`src/rtl/alu_arbiter.sv`:
```
// alu_arbiter: two requesters share one ALU through a capture/execute/respond
// sequence, with round-robin arbitration when both requesters are pending.

// ALU: 2-bit op selects add, subtract, AND or XOR. For add and subtract,
// cout is bit W of the zero-extended result. For subtract this bit is the
// borrow. For the logic ops, cout is 0.
module ALU #(
    parameter int W = 6
) (
    input  logic [W-1:0] a,
    input  logic [W-1:0] b,
    input  logic [1:0]   op,
    output logic [W-1:0] out,
    output logic         cout
);

    logic [W:0] res;

    // Result is formed one bit wider than the operands so the carry/borrow falls out.
    always_comb begin
        res = '0;
        case (op)
            2'b00:   res = {1'b0, a} + {1'b0, b};
            2'b01:   res = {1'b0, a} - {1'b0, b};
            2'b10:   res = {1'b0, a & b};
            default: res = {1'b0, a ^ b};
        endcase
    end

    assign out  = res[W-1:0];
    assign cout = res[W];

endmodule

module alu_arbiter #(
    parameter int W     = 6,
    parameter int CNT_W = 8
) (
    input  logic             clk,
    input  logic             rst_n,
    input  logic             req0_valid,
    input  logic [W-1:0]     req0_a,
    input  logic [W-1:0]     req0_b,
    input  logic [1:0]       req0_op,
    output logic             req0_ready,
    input  logic             req1_valid,
    input  logic [W-1:0]     req1_a,
    input  logic [W-1:0]     req1_b,
    input  logic [1:0]       req1_op,
    output logic             req1_ready,
    output logic             rsp0_valid,
    input  logic             rsp0_ready,
    output logic             rsp1_valid,
    input  logic             rsp1_ready,
    output logic [W-1:0]     rsp_out,
    output logic             rsp_cout,
    output logic             busy,
    output logic [CNT_W-1:0] ops_done
);

    typedef enum logic [1:0] {
        IDLE = 2'd0,
        EXEC = 2'd1,
        RESP = 2'd2
    } state_t;

    state_t         state;
    state_t         state_nxt;
    logic           prio;
    logic           owner;
    logic           grant;
    logic           accept;
    logic           rsp_hs;
    logic [W-1:0]   a_q;
    logic [W-1:0]   b_q;
    logic [1:0]     op_q;
    logic [W-1:0]   alu_out;
    logic           alu_cout;

    // A lone requester always wins. When both or neither are pending, prio decides.
    always_comb begin
        grant = prio;
        if (req0_valid && !req1_valid) begin
            grant = 1'b0;
        end else if (req1_valid && !req0_valid) begin
            grant = 1'b1;
        end
    end

    // rst_n gates ready so that no requester sees acceptance while reset is held.
    assign req0_ready = (state == IDLE) & ~grant & rst_n;
    assign req1_ready = (state == IDLE) &  grant & rst_n;
    assign accept     = (req0_valid & req0_ready) | (req1_valid & req1_ready);

    assign rsp0_valid = (state == RESP) & ~owner;
    assign rsp1_valid = (state == RESP) &  owner;
    assign rsp_hs     = (rsp0_valid & rsp0_ready) | (rsp1_valid & rsp1_ready);

    // State register.
    always_ff @(posedge clk or negedge rst_n) begin
        if (!rst_n) begin
            state <= IDLE;
        end else begin
            state <= state_nxt;
        end
    end

    // Next-state logic: capture, execute for one cycle, then hold until the owner takes the result.
    always_comb begin
        state_nxt = state;
        case (state)
            IDLE:    if (accept) state_nxt = EXEC;
            EXEC:    state_nxt = RESP;
            RESP:    if (rsp_hs) state_nxt = IDLE;
            default: state_nxt = IDLE;
        endcase
    end

    // Control state: owner, round-robin priority, busy flag and completion counter.
    always_ff @(posedge clk or negedge rst_n) begin
        if (!rst_n) begin
            owner    <= 1'b0;
            prio     <= 1'b0;
            busy     <= 1'b0;
            ops_done <= '0;
        end else begin
            if (accept) begin
                owner <= grant;
                busy  <= 1'b1;
            end else if (rsp_hs) begin
                busy <= 1'b0;
            end
            if (rsp_hs) begin
                prio     <= ~owner;
                ops_done <= ops_done + {{(CNT_W-1){1'b0}}, 1'b1};
            end
        end
    end

    // Operand capture on acceptance. These are data registers only, so they need no reset.
    always_ff @(posedge clk) begin
        if (accept) begin
            a_q  <= grant ? req1_a  : req0_a;
            b_q  <= grant ? req1_b  : req0_b;
            op_q <= grant ? req1_op : req0_op;
        end
    end

    ALU #(.W(W)) u_alu (
        .a    (a_q),
        .b    (b_q),
        .op   (op_q),
        .out  (alu_out),
        .cout (alu_cout)
    );

    // Result register is loaded at the end of EXEC and held through RESP. It clears on reset.
    always_ff @(posedge clk or negedge rst_n) begin
        if (!rst_n) begin
            rsp_out  <= '0;
            rsp_cout <= 1'b0;
        end else if (state == EXEC) begin
            rsp_out  <= alu_out;
            rsp_cout <= alu_cout;
        end
    end

endmodule

```
`config.mk`:
```
export PLATFORM = sky130hd
export DESIGN_NAME = alu_arbiter
export DESIGN_NICKNAME = d
export VERILOG_FILES = /design/src/rtl/alu_arbiter.sv
export SDC_FILE = /design/constraint.sdc
export NUM_CORES = 1
export LEC_CHECK = 0
export ABC_CLOCK_PERIOD_IN_PS = 2180
export BUFFER_PORTS_ARGS = -buffer_cell sky130_fd_sc_hd__buf_2
export CAP_MARGIN = 30
export CORE_ASPECT_RATIO = 1.25
export CORE_UTILIZATION = 47
export CTS_CLUSTER_DIAMETER = 150
export DETAILED_ROUTE_END_ITERATION = 10
export MAX_ROUTING_LAYER = met4
export PLACE_DENSITY = 0.86
export SLEW_MARGIN = 40
export SYNTH_ARGS = -nofsm -noshare
export SYNTH_HDL_FRONTEND = slang
export SYNTH_SLANG_ARGS = --single-unit
```
`constraint.sdc`:
```
create_clock -name clk -period 2.18 [get_ports clk]
set_clock_uncertainty 0.1 [all_clocks]
set_input_delay 0.436 -clock clk [delete_from_list [all_inputs] [get_ports clk]]
set_output_delay 0.436 -clock clk [all_outputs]
set_load 0.01 [all_outputs]
```
# After elaboration in Yosys (flattened, before gate mapping)
# Cells that the tools add are included.
# classes
n_addsub,3
bitwise,16
n_eq_ne,6
n_reduce_logical,8
n_mux,11
# ops
cell,count
7-bit case mux with 3 select lines,1
6-bit 2-to-1 mux,2
1-bit bitwise AND,10
8-bit by 1-bit adder with 8-bit output (second input constant),1
6-bit by 6-bit adder with 7-bit output,1
6-bit by 6-bit subtractor with 7-bit output,1
6-bit bitwise AND,1
2-bit 2-to-1 mux,3
2-bit case mux with 3 select lines,1
6-bit XOR,1
2-bit by 1-bit == test with 1-bit output (second input constant),2
2-bit == test (second input constant),2
2-bit logical NOT,2
1-bit 2-to-1 mux,4
2-bit != test (second input constant),2
1-bit logical AND,2
1-bit logical NOT,2
1-bit NOT,2
1-bit bitwise OR,2
2-bit AND reduction,1
2-bit nonzero test,1
# totals
reg_bits,34
wordCells,54

# Longest topological paths before layout
# logic_depth
ltp_word,11
ltp_mapped,11
ltp_nobuf,11

# By module
# From an unflattened synthesis, not the netlist that was laid out.
# hier_totals
hier_cells,180
hier_area_um2,2055.7
# modules_own_cells
mod,seq_area_each_um2,cells_per_inst,area_per_inst_um2,instances
alu_arbiter,920.9,101,1445.1,1
ALU,0.0,79,610.6,1

# Least setup slack after synthesis
# OpenSTA, ideal clock, no wires.
# synth_timing
path_type,register to register
startpoint,reg op_q[0]
endpoint,reg rsp_cout
required_ns,1.985
n_path_buf,1
synth_period_minus_slack_ns,2.404
stages_incl_launch_ff,10
slack_ns,-0.224
setup_time_ns,0.095
arrival_ns,2.209
path_cell_list,edfxtp_1 -> buf_2 -> and2b_1 -> mux2_2 -> fa_1 -> nand2b_1 -> a21oi_1 -> o22ai_1 -> xnor2_1 -> o31ai_1
# synth_between
elab_chain_len,2
# synth_lines
element,line,text
"start, declared",76,logic [1:0] op_q;
"start signal, assigned",145,op_q <= grant ? req1_op : req0_op;
2-bit == test (tied with other cells),22,case (op)
7-bit case mux with 3 select lines (*),22,
"end signal, assigned",164,rsp_cout <= alu_cout;
"end, declared",56,"output logic rsp_cout,"
# Every way passes the cells marked *; elsewhere a longest branch is shown, timed or not.
# A chain may end at the register's enable or synchronous reset.

# Final worst setup path
# layout_timing
startpoint,reg op_q[1]
endpoint,reg rsp_cout
# Same word-level chain as after synthesis.

==> summary.md <==
| Metric | Value |
|---|---|
| Status | `finished, violations left` |
| Failing checks | `setup timing` |
| First DRT Iteration DRCs | `29` |
| Final Hold Fails | `0` |
| Clk Latency, worst-skew pair | `0.29 ns` |
| Vias in the first global route | `approximately 1500` |
| Fillers | `about 320` |
| Initial antenna violation count | `0` |
| Post-CTS Hold Fix Bufs | `0` |
| Seq cells post-synth | `34` |
| Cell Area, Synth | `~0.002 mm²` |
| Reg2reg end | `rsp_cout` |
| Critical path type | `flop to flop` |
| Unrepaired setup endpoints after global routing | `yes` |
| # diodes | `0` |
| Nets | `298` |
| Synthesized area per cell | `11.4 µm²` |
| Cell taking the most area after synthesis | `dfrtp_1` |
| Met1 usage | `0.205` |
| WP data required | `2.28 ns` |
| WL final | `4000 µm` |
| Tcrit/Tclk final | `1.02` |
| Crit. End Element | `flop` |
| Gr ovfl total | `0` |
| DRT antenna net count | `0` |
| Routed len/inst | `~13 µm` |
| Worst reg-to-reg path cell count | `8` |
| Count of port buffers added during placement | `between 50 and 60` |
| Worst vdd rail ir drop | `approximately 0.75 mV` |
| Routability congestion estimate | `approximately 0.89` |
| Max frequency | `449 MHz` |
| Leak | `0.00125 µW` |
| Drt via density | `5.05` |
| Mapped Cells | `about 180` |
| Pre-CTS setup slack | `-0.0870 ns` |
| 1st-pass router iterations | `4` |
| Worst setup margin | `-0.0471 ns` |
| Worst min path class | `input port to async pin` |
| Routed vias | `1544` |
| R2R Setup Slk | `-0.05 ns` |
| Largest net degree at the start of global routing | `21` |
| Slew Limit Fails | `0` |
| Die span in x | `60.8 µm` |
| Critical path launch point type | `flop` |
| Top-level I/O count | `54` |
| GRT Resource Usage Total | `0.201` |
| Initial Util | `0.492` |
| Post-DP HPWL | `3060 µm` |
| Most used routing layer in global routing | `met2` |
| CTS tree | `done` |
| Clock Pin Slew Worst Setup and Hold Paths | `roughly 0.070 ns` |
| CTS Sinks | `34` |
| Row count | `26` |
| Critical path launch point | `op_q[1]` |
| YS warnings | `0` |
| Core area | `0.00413 mm²` |
| Die Area | `around 0.0046 mm²` |
| Cell area power density | `1110 mW/mm²` |
| Die Height | `75.6 µm` |
| Multi-input combinational cell area | `0.00115 mm²` |
| # DRC | `0` |
| GRT met3 Usage | `0.0390` |
| Worst EP arrival | `2.33 ns` |
| Unique masters post-synth | `37` |
| Post-synthesis sequential area ratio | `0.453` |
| Worst-case clock buffer depth | `2` |
| Fraction of layout cells with a size suffix above 1 | `0.460` |
| Worst-path maximum fanout | `4` |
| Leading cell type in the layout, fill and taps excluded | `buf_2` |
| # H-tree levels | `2` |
| Top post-synthesis cells by area | `dfrtp_1 25%, edfxtp_1 21%, ha_1 8.6%, mux2_4 6.6%, mux2_2 5.0%` |
| Cts bufs inserted | `5` |
| Register area | `921 µm²` |
| Top-area cell type share of the netlist area | `0.246` |
| Commonest non-fill, non-tap cells in the layout | `53 x buf_2, 20 x dfrtp_1, 15 x buf_4` |
| Met2 Use GR | `0.353` |
| Max cap viols | `0` |
| CTS Root Cell | `clkbuf_8` |
| Setup TNS | `-0.0719 ns` |
| Slew of the pin with the lowest slew margin | `0.348 ns` |
| Area Growth Syn to Fin | `30.9%` |
| Reg-to-Reg Start | `op_q[1]` |
| First-pass GRT wire length | `~6400 µm` |
| Final setup viols | `2` |
| Fin crit period | `2.23 ns` |
| Rel. slew slack | `0.761` |
| Syn_nets | `228` |
[repair_timing]
action | 4_1_cts | 5_1_grt
gates resized for setup | 5 | 15
pin swaps | 2 | 4
buffers inserted | 0 | 1
setup endpoints to repair | 4 | 4
[sequential cells by signal, indices dropped and copies added, names as in the netlist]
| signal | count |
|---|---|
| state | 2 |
| rsp_out | 6 |
| op_q | 2 |
| rsp_cout | 1 |
| ops_done | 8 |
| a_q | 6 |
| busy | 1 |
| b_q | 6 |
| prio | 1 |
| owner | 1 |
[layer usage]
metal / wire length [µm] / vias up / share of wire
li1: - / 770 / -
met1: 1580 / 726 / 0.40
met2: 2170 / 38 / 0.54
met3: 129 / 10 / 0.032
met5: 0 / - / 0
met4: 117 / 0 / 0.029
[cells by family (layout without fill, tap and decap cells)]
family	Yosys count	after routing	synth area share
XOR/XNOR	14	14	0.0603
buffers and inverters	13	84	0.0289
adder cells (fa/ha/maj)	16	16	0.101
AO/OA/AOI/OAI	27	27	0.0738
flip-flops	34	34	0.453
multiplexers	24	24	0.146
AND/OR/NAND/NOR	51	51	0.137
[critical path, stage by stage, from the launching register on]
cell,delay [ns]
edfxtp_1,0.39
and2b_2,0.27
mux2_4,0.33
fa_2,0.36
nand2b_4,0.16
a21oi_4,0.13
o22ai_2,0.09
xnor2_1,0.13
o31ai_1,0.18
[where the power goes]
part | switching (µW) | internal, µW | total (µW)
logic | 664 | 691 | 1350
clock network | 233 | 341 | 574
registers | 159 | 876 | 1040
[synth_stat cells]
cell	n
buf_2	2
nor3_1	1
mux2_4	9
mux2i_1	6
edfxtp_1	14
o31ai_1	2
xor2_1	4
nand2b_1	5
dfrtp_1	20
nor2b_1	3
inv_1	7
nand2_1	9
clkbuf_1	2
nand3_1	2
buf_6	1
a21oi_1	10
fa_1	1
maj3_2	1
ha_1	14
a22o_1	1
nor4_1	1
nor2_4	1
and2b_1	2
nor2_1	14
mux2_2	9
nand4_1	3
o22ai_1	1
nand3b_1	1
inv_2	1
o21a_1	2
o21ai_0	11
and2_1	2
xnor2_1	10
nand3_2	1
nor3b_1	4
nor3_2	1
or2_2	1
[how the worst max path moves through the flow]
stage	to	slack, ns	cells past startpoint
floorplan	rsp_cout	-0.06	9
CTS	rsp_cout	-0.03	8
global placement	rsp_out[5]	-0.04	10
detailed placement	rsp_out[5]	-0.09	10
finish	rsp_cout	-0.05	8
global route	rsp_cout	-0.21	8
[final cells by class]
type	instances	share of cell area
inverters	8	0.0113
well taps	56	0.0263
flip-flops and latches	34	0.346
clock buffers	6	0.0273
multi-input cells	132	0.433
clock inverters	2	0.0141
repair buffers	68	0.142
[through the flow]
stage                     hold slack (ns)  instance area, µm²  total power (µW)  cells  utilization
after floorplan                    0.0404                2060              1880    179            -
after global placement              0.329                2460              2220    297        0.597
after detailed placement            0.330                2460              2270    297        0.597
after CTS                          0.0136                2590              2900    305        0.628
after global routing               0.0277                2660              3170    306        0.644
final                              0.0127                2660              2960    306        0.644
No activity file was read; power rests on OpenSTA's default activity.
